==> src/rtl/vga_sync_gen.sv <==
// vga_sync_gen: VGA timing generator with pixel-clock divider.
// Produces the current pixel coordinate (x, y) for external colour generators.
// It registers the returned colour, blanked outside the visible area, together
// with active-low hsync/vsync. The sync and colour outputs therefore reach the
// pins one pixel after the coordinate is presented.
// Ports:
//   clk, rst                 - system clock, synchronous active-high reset
//   x, y                     - current pixel column/row (registered)
//   red, green, blue         - colour from generators for current x, y
//   vga_red/green/blue       - registered colour to DAC
//   hsync, vsync             - registered active-low sync
//   pix_tick                 - one-clk pulse on each pixel advance (decode)
//   frame_end                - one-clk pulse on last pixel of frame (decode)
module vga_sync_gen #(
  parameter int unsigned CLK_DIV   = 2,
  parameter int unsigned H_VISIBLE = 640,
  parameter int unsigned H_FRONT   = 16,
  parameter int unsigned H_SYNC    = 96,
  parameter int unsigned H_BACK    = 48,
  parameter int unsigned V_VISIBLE = 480,
  parameter int unsigned V_FRONT   = 10,
  parameter int unsigned V_SYNC    = 2,
  parameter int unsigned V_BACK    = 33
) (
  input  logic        clk,
  input  logic        rst,
  output logic [10:0] x,
  output logic [10:0] y,
  input  logic [3:0]  red,
  input  logic [3:0]  green,
  input  logic [3:0]  blue,
  output logic [3:0]  vga_red,
  output logic [3:0]  vga_green,
  output logic [3:0]  vga_blue,
  output logic        hsync,
  output logic        vsync,
  output logic        pix_tick,
  output logic        frame_end
);

  localparam int unsigned CW       = 11;
  localparam int unsigned DIV_W    = 4;
  localparam int unsigned H_TOTAL  = H_VISIBLE + H_FRONT + H_SYNC + H_BACK;
  localparam int unsigned V_TOTAL  = V_VISIBLE + V_FRONT + V_SYNC + V_BACK;
  localparam int unsigned HS_START = H_VISIBLE + H_FRONT;
  localparam int unsigned HS_END   = HS_START + H_SYNC;
  localparam int unsigned VS_START = V_VISIBLE + V_FRONT;
  localparam int unsigned VS_END   = VS_START + V_SYNC;

  logic [DIV_W-1:0] r_div;
  logic [CW-1:0]    r_x;
  logic [CW-1:0]    r_y;
  logic [3:0]       r_red;
  logic [3:0]       r_green;
  logic [3:0]       r_blue;
  logic             r_hsync;
  logic             r_vsync;

  logic w_div_last;
  logic w_pix_tick;
  logic w_x_last;
  logic w_y_last;
  logic w_blank;
  logic w_hs_raw;
  logic w_vs_raw;

  // Tick is a decode of the divider, gated by rst so it stays low in reset
  // (with CLK_DIV = 1 the divider sits at its last value permanently).
  assign w_div_last = (r_div == DIV_W'(CLK_DIV - 1));
  assign w_pix_tick = w_div_last & ~rst;
  assign w_x_last   = (r_x == CW'(H_TOTAL - 1));
  assign w_y_last   = (r_y == CW'(V_TOTAL - 1));

  // Blank and raw sync are derived from the coordinate currently presented.
  assign w_blank  = (r_x >= CW'(H_VISIBLE)) | (r_y >= CW'(V_VISIBLE));
  assign w_hs_raw = ~((r_x >= CW'(HS_START)) & (r_x < CW'(HS_END)));
  assign w_vs_raw = ~((r_y >= CW'(VS_START)) & (r_y < CW'(VS_END)));

  // Divider, raster counters and pin registers.
  always_ff @(posedge clk) begin
    if (rst) begin
      r_div   <= '0;
      r_x     <= '0;
      r_y     <= '0;
      r_red   <= '0;
      r_green <= '0;
      r_blue  <= '0;
      r_hsync <= 1'b1;
      r_vsync <= 1'b1;
    end else begin
      r_div <= w_div_last ? '0 : r_div + DIV_W'(1);
      if (w_pix_tick) begin
        if (w_x_last) begin
          r_x <= '0;
          r_y <= w_y_last ? '0 : r_y + CW'(1);
        end else begin
          r_x <= r_x + CW'(1);
        end
        r_red   <= w_blank ? 4'h0 : red;
        r_green <= w_blank ? 4'h0 : green;
        r_blue  <= w_blank ? 4'h0 : blue;
        r_hsync <= w_hs_raw;
        r_vsync <= w_vs_raw;
      end
    end
  end

  assign x         = r_x;
  assign y         = r_y;
  assign vga_red   = r_red;
  assign vga_green = r_green;
  assign vga_blue  = r_blue;
  assign hsync     = r_hsync;
  assign vsync     = r_vsync;
  assign pix_tick  = w_pix_tick;
  assign frame_end = w_pix_tick & w_x_last & w_y_last;

endmodule

==> config.mk <==
export PLATFORM = sky130hd
export DESIGN_NAME = vga_sync_gen
export DESIGN_NICKNAME = d
export VERILOG_FILES = /design/src/rtl/vga_sync_gen.sv
export SDC_FILE = /design/constraint.sdc
export NUM_CORES = 1
export LEC_CHECK = 0
export BUFFER_PORTS_ARGS = -buffer_cell sky130_fd_sc_hd__buf_2
export CAP_MARGIN = 20
export CORE_ASPECT_RATIO = 0.6
export CORE_MARGIN = 4
export CORE_UTILIZATION = 45
export DETAILED_ROUTE_END_ITERATION = 8
export PLACE_DENSITY = 0.71
export SETUP_SLACK_MARGIN = 0.1
export SLEW_MARGIN = 40
export SYNTH_ARGS = -nofsm -noshare
export SYNTH_HDL_FRONTEND = slang
export SYNTH_SLANG_ARGS = --single-unit
==> constraint.sdc <==
create_clock -name clk -period 2.23 [get_ports clk]
set_clock_uncertainty 0.1 [all_clocks]
set_input_delay 0.1115 -clock clk [delete_from_list [all_inputs] [get_ports clk]]
set_output_delay 0.1115 -clock clk [all_outputs]
set_load 0.02 [all_outputs]
==> impl_metrics.ini <==
[outcome]
outcome = completed

[die]
die_h_um = 57.1
rows = 17
num_io_pins = 52
initial_utilization_pct = 48.0
die_w_um = 89.8
core_um2 = 3760
dieArea_um2 = 5130

[logic_synthesis]
synth_top_family_by_area = simple AND/OR/NAND/NOR gates
ys_seq_area_share_pct = 44.3
yosys-mux-area-fraction_pct = 0
synth_xor_area_share_pct = 4.85
synthAdderAreaFrac_pct = 4.16
synth.distinct_cells = 37
ys_ff_latch = 40
netlist_area_um2 = 1810
synth-edff-count = 0
synth_compound_area_share_pct = 15.2
synthFlopType = dfxtp_1
async_flop_share_pct = 0
yosys.area_share.simple_pct = 27.4
yosysWarnings = 0
synth_area_per_cell_um2 = 9.46
syn_inst = 191
synth_nets = 211

[drt]
ant_nets = 0
vias_per_cell = 5.47
via_count = 1782
drt-total-wl_um = 5190
dr.pass1.iters = 4
avgRoutedWirePerCell_um = 15.9
route.detailed.drc = 0
drt_iter0_markers = 165

[sta]
slew_headroom_pct = 66.6
tightest_slew_ns = 0.494
slew_viol_final = 0
final.period_utilization_pct = 98.0
rsz0062_at_grt = yes
setup_tns_ns = 0
max_freq_ghz = 0.458
hold_viol = 0
fin_crit_ns = 2.18
setup_viol = 0

[finish]
syn_to_final_growth_pct = 40.2
final_common_cell = buf_2
drive_gt1_share_pct = 34.8
final_cell_mix = 50 x buf_2, 38 x dfxtp_1, 25 x buf_4, 15 x nor2_1
num-nets-final = 298
n_antenna_cell = 0
final_util_pct = 67.3

[critical_path]
r2r_slack_ns = 0.19
cp_cell_sequence = or4_1 > or4_4 > nor3_4 > buf_6
cp-end-kind = output port
crit_arrival_ns = 1.97
cp-start-kind = register
cp.required_ns = 2.02
critPathKind = reg -> out
max_stage_delay_ns = 0.55
worst_path_max_delay_cell = or4_1
crit_path_max_fanout = 6

[placement]
port_buffers = 51
gp_congestion = 0.816
dpl.hpwl_um = 3640

[global_route]
overflow = 0
grtUsageTotal_pct = 20.5
grt_pass1_vias = 1636
antenna_found_initial = 0
grt_max_degree = 18
grt_pass1_wl_um = 8270

[power]
powerDensity_nw_per_um2 = 620
worst_ir_drop_vdd_v = 0.000429
p_leak_nw = 1.11

[clock_tree]
cts-root-buf = clkbuf_8
clock_sinks = 40
cts_buffer_depth = 2
cts_tree = done
cts_buffers = 5
cts.clk_slew.worst_paths_ns = 0.08
htree_levels = 2
insertion_delay_ns = 0.29

[hold_path]
hold_class = in -> reg

[flow_run]
drv_cap = 0
[registers in the layout, summed over array words and instances (netlist names)]
name and count:
y 11, hsync 1, vga_blue 4, x 11, vsync 1, vga_green 4
r_div 4, vga_red 4
[per-layer routing]
layer | global-route usage, % | vias up | routed length [µm]
li1 | - | 883 | -
met1 | 29.7 | 822 | 2610
met2 | 28.7 | 64 | 2080
met3 | 5.27 | 13 | 376
met4 | 8.73 | 0 | 125
met5 | 0 | - | 0
[cells in the mapped netlist, drive strengths merged (2+ instances only)]
library cell | count | share of area (%)
nand2 | 10 | 2.2
a22o | 12 | 5.8
a21oi | 12 | 3.3
nor4bb | 2 | 1.1
o31ai | 4 | 1.7
buf | 3 | 1.2
xnor2 | 5 | 2.4
clkbuf | 5 | 1.0
or4 | 7 | 2.9
nand3 | 10 | 3.5
or4b | 2 | 1.1
nand2b | 2 | 0.69
nor3 | 3 | 0.83
and3 | 4 | 1.4
nor2 | 15 | 3.1
o21ai | 10 | 2.8
inv | 5 | 1.0
xor2 | 5 | 2.4
dfxtp | 40 | 44
and4 | 2 | 0.97
or3 | 5 | 1.7
nand4 | 10 | 4.3
nor3b | 3 | 1.2
ha | 6 | 4.2
[cell families after synthesis]
logic type | after synthesis
flops | 40
simple gates | 80
compound gates | 41
xor+xnor | 10
fa+ha+maj | 6
buf+inv | 14
[layout make-up]
class	instances	area, µm²
Clock buffer	6	72.6
Fill cell	313	1230
Clock inverter	2	35.0
Tap cell	47	58.8
Multi-Input combinational cell	137	958
Sequential cell	40	803
Inverter	6	35.0
Timing Repair Buffer	88	569
[worst max-delay path, delay by kind of cell, from the launching register on]
family / cells / cell delay (ns)
buffers and inverters: 1 / 0.14
flip-flops: 1 / 0.35
AND/OR/NAND/NOR: 3 / 1.20
[metrics by stage]
step | hold slack (ns) | std cells | area (µm²) | total power, W | setup WS [ns]
after floorplan | 0.144 | 191 | 1810 | 0.000907 | 0.142
after global placement | 0.226 | 302 | 2240 | 0.000974 | 0.127
after detailed placement | 0.231 | 302 | 2240 | 0.000978 | 0.0811
after CTS | 0.00843 | 322 | 2490 | 0.00157 | 0.00756
after global routing | 0.0208 | 326 | 2530 | 0.00164 | -0.0133
final | 0.0238 | 326 | 2530 | 0.00157 | 0.0452
[worst paths after layout]
check                               from         to  cells past startpoint
worst max-delay path                y[4]  frame_end                      4
worst max register to register  r_div[1]       x[9]                      8
worst min register to register  r_div[0]   r_div[0]                      1
worst min-delay path                 rst       x[2]                      2
[timing repair]
action                                 in CTS  in global routing
endpoints found under the hold margin      12                  0
setup endpoints to repair                   5                  5
hold buffers                               12                  0
setup buffers                               0                  4
gates resized for setup                     5                  5
[power by group]
| group | switching (W) | internal, W |
|---|---|---|
| Clock | 0.000249 | 0.000332 |
| Sequential | 0.0000209 | 0.000748 |
| Combinational | 0.000124 | 0.0000959 |
| Total | 0.000394 | 0.00118 |
No activity file was read; power rests on OpenSTA's default activity.
